`config.mk`:
```
export PLATFORM = sky130hd
export DESIGN_NAME = matmul_mem_responder
export DESIGN_NICKNAME = d
export VERILOG_FILES = /design/src/rtl/matmul_mem_responder.sv
export SDC_FILE = /design/constraint.sdc
export NUM_CORES = 2
export LEC_CHECK = 0
export ABC_AREA = 0
export BUFFER_PORTS_ARGS = -buffer_cell sky130_fd_sc_hd__buf_4
export CORE_MARGIN = 2
export CORE_UTILIZATION = 50
export CTS_CLUSTER_SIZE = 8
export DETAILED_ROUTE_END_ITERATION = 6
export GPL_ROUTABILITY_DRIVEN = 0
export PLACE_DENSITY = 0.69
export SLEW_MARGIN = 5
export SYNTH_ARGS = -nofsm -noshare
export SYNTH_HDL_FRONTEND = slang
export SYNTH_SLANG_ARGS = --single-unit
```
`constraint.sdc`:
```
create_clock -name clk -period 3.5 [get_ports clk]
set_clock_uncertainty 0.15 [all_clocks]
set_input_delay 0.875 -clock clk [delete_from_list [all_inputs] [get_ports clk]]
set_output_delay 0.875 -clock clk [all_outputs]
set_load 0.005 [all_outputs]
```
`src/rtl/matmul_mem_responder.sv`:
```
// rtl/matmul_mem_responder.sv - A/B operand and C result memories for the matmul engine
// Host preload/dump port with engine-priority arbitration and a session FSM.
module matmul_mem_responder #(
  parameter int DEPTH      = 16,
  parameter int C_EXPECTED = 1
) (
  input  logic        clk,
  input  logic        rstn,
  input  logic        mem_read_en_A,
  input  logic [9:0]  mem_addr_A,
  output logic [31:0] mem_data_A,
  input  logic        mem_read_en_B,
  input  logic [9:0]  mem_addr_B,
  output logic [31:0] mem_data_B,
  input  logic        mem_write_en_C,
  input  logic [9:0]  mem_addr_C,
  input  logic [31:0] mem_data_C,
  input  logic        host_req,
  input  logic        host_we,
  input  logic [9:0]  host_addr,
  input  logic [31:0] host_wdata,
  output logic        host_gnt,
  output logic        host_rvalid,
  output logic [31:0] host_rdata,
  input  logic        done_ack,
  output logic        busy,
  output logic        c_done,
  output logic [7:0]  c_write_cnt,
  output logic        err_addr
);

  localparam int         AW      = (DEPTH > 1) ? $clog2(DEPTH) : 1;
  localparam logic [8:0] DEPTH_W = 9'(DEPTH);
  localparam logic [8:0] C_EXP_W = 9'(C_EXPECTED);

  localparam logic [1:0] ST_IDLE   = 2'd0;
  localparam logic [1:0] ST_ACTIVE = 2'd1;
  localparam logic [1:0] ST_DONE   = 2'd2;

  logic [31:0] mem_a [DEPTH];
  logic [31:0] mem_b [DEPTH];
  logic [31:0] mem_c [DEPTH];

  logic [1:0]  state;
  logic        a_ok, b_ok, c_ok;
  logic        host_ok;
  logic        engine_act;
  logic        host_wr, host_rd;
  logic        c_legal_wr;
  logic [7:0]  cnt_inc;
  logic [31:0] host_word;
  logic [1:0]  host_region;

  function automatic logic in_region(input logic [9:0] a, input logic [1:0] r);
    return (a[9:8] == r) && ({1'b0, a[7:0]} < DEPTH_W);
  endfunction

  assign a_ok        = in_region(mem_addr_A, 2'd0);
  assign b_ok        = in_region(mem_addr_B, 2'd1);
  assign c_ok        = in_region(mem_addr_C, 2'd2);
  assign host_region = host_addr[9:8];
  assign host_ok     = (host_region != 2'd3) && ({1'b0, host_addr[7:0]} < DEPTH_W);

  // Engine always wins; during a session the host may only touch results.
  assign engine_act = mem_read_en_A | mem_read_en_B | mem_write_en_C;
  assign host_gnt   = host_req & ~engine_act & ~(busy & host_we & (host_region != 2'd2));
  assign host_wr    = host_gnt & host_we;
  assign host_rd    = host_gnt & ~host_we;
  assign c_legal_wr = mem_write_en_C & c_ok;

  assign busy   = (state == ST_ACTIVE);
  assign c_done = (state == ST_DONE);

  always_comb begin
    host_word = '0;
    if (host_ok) begin
      case (host_region)
        2'd0:    host_word = mem_a[host_addr[AW-1:0]];
        2'd1:    host_word = mem_b[host_addr[AW-1:0]];
        2'd2:    host_word = mem_c[host_addr[AW-1:0]];
        default: host_word = '0;
      endcase
    end
  end

  // Storage is deliberately left out of reset so operands survive a mid-run reset.
  always_ff @(posedge clk) begin
    if (c_legal_wr)
      mem_c[mem_addr_C[AW-1:0]] <= mem_data_C;
    if (host_wr && host_ok) begin
      case (host_region)
        2'd0:    mem_a[host_addr[AW-1:0]] <= host_wdata;
        2'd1:    mem_b[host_addr[AW-1:0]] <= host_wdata;
        2'd2:    mem_c[host_addr[AW-1:0]] <= host_wdata;
        default: ;
      endcase
    end
  end

  always_ff @(posedge clk or negedge rstn) begin
    if (!rstn) begin
      mem_data_A  <= '0;
      mem_data_B  <= '0;
      host_rvalid <= 1'b0;
      host_rdata  <= '0;
      err_addr    <= 1'b0;
    end else begin
      host_rvalid <= host_rd;
      if (mem_read_en_A)
        mem_data_A <= a_ok ? mem_a[mem_addr_A[AW-1:0]] : '0;
      if (mem_read_en_B)
        mem_data_B <= b_ok ? mem_b[mem_addr_B[AW-1:0]] : '0;
      if (host_rd)
        host_rdata <= host_word;
      if ((mem_read_en_A & ~a_ok) | (mem_read_en_B & ~b_ok) |
          (mem_write_en_C & ~c_ok) | (host_gnt & ~host_ok))
        err_addr <= 1'b1;
    end
  end

  assign cnt_inc = (c_write_cnt == 8'hFF) ? 8'hFF : c_write_cnt + 8'd1;

  // A C write that opens a session also counts toward completion.
  always_ff @(posedge clk or negedge rstn) begin
    if (!rstn) begin
      state       <= ST_IDLE;
      c_write_cnt <= '0;
    end else begin
      case (state)
        ST_IDLE: begin
          if (engine_act) begin
            state       <= ST_ACTIVE;
            c_write_cnt <= c_legal_wr ? 8'd1 : 8'd0;
            if (c_legal_wr && (9'd1 >= C_EXP_W))
              state <= ST_DONE;
          end
        end
        ST_ACTIVE: begin
          if (c_legal_wr) begin
            c_write_cnt <= cnt_inc;
            if ({1'b0, cnt_inc} >= C_EXP_W)
              state <= ST_DONE;
          end
        end
        ST_DONE: begin
          if (done_ack)
            state <= ST_IDLE;
        end
        default: state <= ST_IDLE;
      endcase
    end
  end

endmodule

```
; ---- After elaboration in Yosys (flattened, before gate mapping)
; Memories as Yosys holds them, arrays and structs flattened.
; Cells that the tools add are included.
[op_classes]
bitwise_logic = 23
reduce_logical = 12
mux = 29
n_addsub = 1
order_cmp = 5
n_eq_ne = 13
[ops]
columns = op, count
row1 = 32-bit two-way mux, 4
row2 = 32-bit case mux with 3 select lines, 1
row3 = "8-bit by 5-bit < comparator with 1-bit output, second input constant", 4
row4 = 32-bit OR reduction, 1
row5 = 8-bit two-way mux, 3
row6 = 8-bit case mux with 2 select lines, 1
row7 = 1-bit two-way mux, 13
row8 = 1-bit bitwise AND, 11
row9 = 2-bit two-way mux, 5
row10 = "8-bit by 1-bit adder with 8-bit output, second input constant", 1
row11 = "8-bit equality test, second input constant", 1
row12 = "8-bit by 1-bit >= comparator with 1-bit output, second input constant", 1
row13 = "2-bit != test, second input constant", 4
row14 = 1-bit inverter, 7
row15 = "2-bit by 1-bit equality test with 1-bit output, second input constant", 3
row16 = "2-bit equality test, second input constant", 3
row17 = 2-bit logical NOT, 3
row18 = 2-bit case mux with 3 select lines, 1
row19 = 1-bit logical AND, 5
row20 = 1-bit OR, 5
row21 = 4-bit two-way mux, 1
row22 = "2-bit by 1-bit != test with 1-bit output, second input constant", 2
row23 = 4-bit AND reduction, 1
row24 = 3-bit AND reduction, 1
row25 = 2-bit nonzero test, 1
[totals]
regBits = 108
ram_bits = 1536
n_memories = 3
[memory_table]
columns = memory, words, word_bits, rd, rd_ports_with_merged_regs, wr, line_no
row1 = mem_a, 16, 32, 2, 0, 1, 40  ; logic [31:0] mem_a [DEPTH];
row2 = mem_b, 16, 32, 2, 0, 1, 41  ; logic [31:0] mem_b [DEPTH];
row3 = mem_c, 16, 32, 1, 0, 1, 42  ; logic [31:0] mem_c [DEPTH];

; ---- Longest topological paths before layout
[depth]
word_depth = 11
mapped_depth = 10

; ---- Worst setup path after synthesis
; OpenSTA, ideal clock, no wires.
[synth_path]
path_type = input port to flip-flop
from = in host_addr[1]
to = mem mem_c[4][0], enable pin
stages = 9
required_time_ns = 2.929
n_path_buf = 6
setup_time_ns = 0.421
setup_slack_ns = -0.603
arrival_ns = 3.532
path_cell_list = buf_2 > buf_6 > buf_4 > buf_6 > buf_4 > buf_2 > nor2_1 > a22oi_1 > nor2_1
[synth_via]
elab_chain_len = 7
elab_cells_between_ends = 8
[synth_rtl]
columns = item, line_no
row1 = start: declaration, 20  ; input logic [9:0] host_addr,
row2 = 8-bit by 5-bit < comparator with 1-bit output, 62  ; assign host_ok = (host_region != 2'd3) && ({1'b0, host_addr[7:0]} < DEPTH_W);
row3 = 1-bit logical AND, 62
row4 = 1-bit logical AND, 90  ; if (host_wr && host_ok) begin
row5 = 1-bit two-way mux, 90
row6 = 1-bit two-way mux (implied by the code), 94  ; 2'd2: mem_c[host_addr[AW-1:0]] <= host_wdata;
row7 = 32-bit OR reduction (no line), -
row8 = 4-bit two-way mux (no line) or 1-bit two-way mux (tied branches), -
row9 = end: declaration, 42
; Several ways; a longest one is shown, not always the timed one.

; ---- Final worst setup path
[layout_path]
from = reg state[0]
to = out host_gnt
[layout_via]
elab_chain_len = 5
[layout_rtl]
columns = item, line_no
row1 = start: declaration, 44  ; logic [1:0] state;
row2 = start signal: assignment, 126  ; state <= ST_IDLE;
row3 = start signal: assignment, 132  ; state <= ST_ACTIVE;
row4 = start signal: assignment, 135  ; state <= ST_DONE;
row5 = 2-bit by 1-bit equality test with 1-bit output, 71  ; assign busy = (state == ST_ACTIVE);
row6 = 1-bit bitwise AND (2 in series), 66  ; assign host_gnt = host_req & ~engine_act & ~(busy & host_we & (host_region != 2'd2));
row7 = 1-bit inverter, 66
row8 = 1-bit bitwise AND, 66
row9 = end: declaration, 22  ; output logic host_gnt,
; No other way between the ends.

==> reports/metrics.cfg <==
[pwr]
internal_power_uw=34600
irDropWorstVdd_mv=0.493
p_leak_uw=0.0297
clkPwrFrac_pct=45.1
pwr-share-comb_pct=6.2
p_seq_share_pct=48.7
powerDensity_mw_per_mm2=517
sw_frac_of_total_pct=21.9
p_switching_uw=9680

[place]
place_area_sq_mm=0.0792
place_inst=6047
dp_hpwl_mm=141
numPortBuffers=220

[run]
drv_cap=0

[synth]
async_reset_ff_share_pct=6.57
yosysTopAreaCell=edfxtp_1
synth_area_sq_mm=0.0707
ys_types=51
ys_seq_area_share_pct=69.1
ys_ff_latch=1644
synth-main-ff-cell=edfxtp_1
syn_nets=3914
synthTopCellsByCount=1536 x edfxtp_1, 446 x mux4_2, 431 x mux2i_1
synth_most_common_cell=edfxtp_1
syn_avg_cell_area_sq_um=18.6
synth_cells=3801
yosysTopAreaCellShare_pct=65.2
synth_area_leaders=edfxtp_1 65%, mux4_2 14%, mux2i_1 6.1%, dfrtp_1 3.8%, o22ai_1 2.4%
yosys_warnings=0
synth_edf_count=1536

[route]
wl_per_cell_um=33.9
drc_errors=0
met3WireLength_mm=24.1
wl_mm=218
dr_total_vias=42800
wl_met2_mm=103
final_antenna_net_count=0
wl_met1_mm=78.6
via_per_inst=6.64
dr.pass1.iters=7
top_layer_used=met5
drtIter0Drc=5726

[clock_tree]
cts_resized=0
htreeDepth=4
clkLatencyLatePin_ns=0.83
numClockSinks=1644
cts-buffers-inserted=223
clkTransAtPathRegs_ns=0.05
tritoncts=done
postCtsSetupRepairBufs=0
cts_max_path_buffers=3
cts-root-buf=clkbuf_16
hold_buffers=1

[floorplanning]
pin_count=221
initial_utilization_pct=50.5
die_y_um=380
num_rows=137
core_area_sq_mm=0.140
fp.dieW_um=380
dieArea_sq_mm=0.144

[worst_setup_path]
rr_endpoint=mem_b[9][23]
crit_top_cell=buf_4
worst-setup-path-type=flip-flop to output pin
worstPathArrival_ns=2.33
cp.required_ns=2.47
crit_chain=nor2b_1, a31oi_1, buf_4, buf_4
rr_worst_depth=6
worstSetupStartpointType=flip-flop
critical_path.max_stage_delay_ns=0.55
worst_path_max_delay_cell=nor2b_1
setup.worst_path.end_class=output pin
worstPathMaxFanout=7
regToRegStartpoint=state[0]
ff2ff_setup_slack_ns=0.86
cp-startpoint=state[0]

[timing]
rsz0062_at_grt=no
tns_ns=0
worstMarginPinSlew_ns=1.05
drv_slew=0
fin_crit_ns=3.36
finalCritPeriodShare_pct=95.9
setup_viol=0
max_freq_ghz=0.298
hold_viol=0
slew_headroom_pct=29.8

[grt]
grt_usage_pct=30.1
grt.overflow.total=0
grt_max_degree=56
antenna_found_initial=8
grt_pass1_wl_mm=310
first_global_vias=43100

[min_path]
min_path_type=input pin to flip-flop
hold_depth=2
holdPathEnd=state[1]
hp-start=done_ack

[layout]
syn_to_final_growth_pct=21.2
fin_nets=4510
design_area_sq_mm=0.0857
final_cells=6446
drive_gt1_share_pct=31.7
nFillCells=9893

[run_status]
status=complete, no violations

## how the worst max path moves through the flow
stage / depth (start not counted) / to / slack, ns
2_1_floorplan: 8 / mem_c[10][0] / -0.52
3_3_place_gp: 9 / mem_c[0][4] / 0.07
3_5_place_dp: 9 / mem_c[0][1] / 0.06
4_1_cts: 4 / host_gnt / 0.10
5_1_grt: 4 / host_gnt / 0.008
6_report: 4 / host_gnt / 0.14
## metrics by stage
step	total power [uW]	setup WS, ns	util, %	hold slack (ns)
after floorplan	23400	-0.518	-	0.306
after global placement	24600	0.0726	56.6	0.317
after detailed placement	24700	0.0628	56.6	0.315
after CTS	44500	0.101	61.3	0.0505
after global routing	45400	0.00839	61.3	0.0897
final	44300	0.145	61.3	0.102
## placed cells by master (no fill, tap or decap), types with 7 or more instances in the layout
cell type,instances
inv_1,75
mux2_2,51
a22oi_1,20
a22o_1,64
edfxtp_1,1536
buf_12,168
nand2_1,130
nand3_1,29
and3_1,7
nand4_1,7
clkbuf_1,157
a21oi_1,11
a221oi_1,64
or4_1,17
mux2i_1,431
clkbuf_16,223
o22ai_1,273
o21ai_0,26
or3_1,15
nor2_4,50
nor2_1,57
dfrtp_1,108
nor4_1,19
a222oi_1,18
o221ai_1,15
buf_4,465
mux4_2,446
## power by group through the flow
stage | registers [uW] | clock network, uW | logic [uW]
final | 21600 | 20000 | 2750
after global routing | 21500 | 21000 | 2880
after CTS | 21600 | 20200 | 2740
after detailed placement | 21900 | 0 | 2730
after global placement | 21900 | 0 | 2700
after floorplan | 21900 | 0 | 1450
## area by class of cell
cell class / instances / area [sq um] / area share, %
Sequential cell: 1644 / 48800 / 57.0
Multi-Input combinational cell: 1812 / 20800 / 24.3
Timing Repair Buffer: 641 / 6960 / 8.12
Clock buffer: 381 / 6180 / 7.22
Tap cell: 1876 / 2350 / 2.74
Inverter: 75 / 282 / 0.329
Clock inverter: 15 / 249 / 0.291
Antenna cell: 2 / 5.00 / 0.00584
## worst max-delay path: cells and delay by family, from the launching register on
kind | cells | cell delay, ns
buffers and inverters | 2 | 0.32
AOI/OAI and AO/OA | 1 | 0.18
DFF | 1 | 0.44
and+or+nand+nor | 1 | 0.55
## cells by family after synthesis
group           share of synthesized area [%]
flops                                    69.1
fa+ha+maj                              0.0177
xor+xnor                               0.0248
buf+inv                                  2.13
compound gates                           5.05
simple gates                             2.58
mux                                      21.1
## metal layers
metal | track usage [%] | vias up
met4 | 15.4 | 10
met2 | 47.5 | 2930
met5 | 0 | -
met3 | 6.25 | 537
met1 | 40.0 | 22100
li1 | - | 17200
## state kept, by name (all words and copies together) (netlist names)
signal	count
c_write_cnt	8
err_addr	1
host_rdata	32
host_rvalid	1
mem_a	512
mem_b	512
mem_c	512
mem_data_A	32
mem_data_B	32
state	2
No activity file was read; power rests on OpenSTA's default activity.
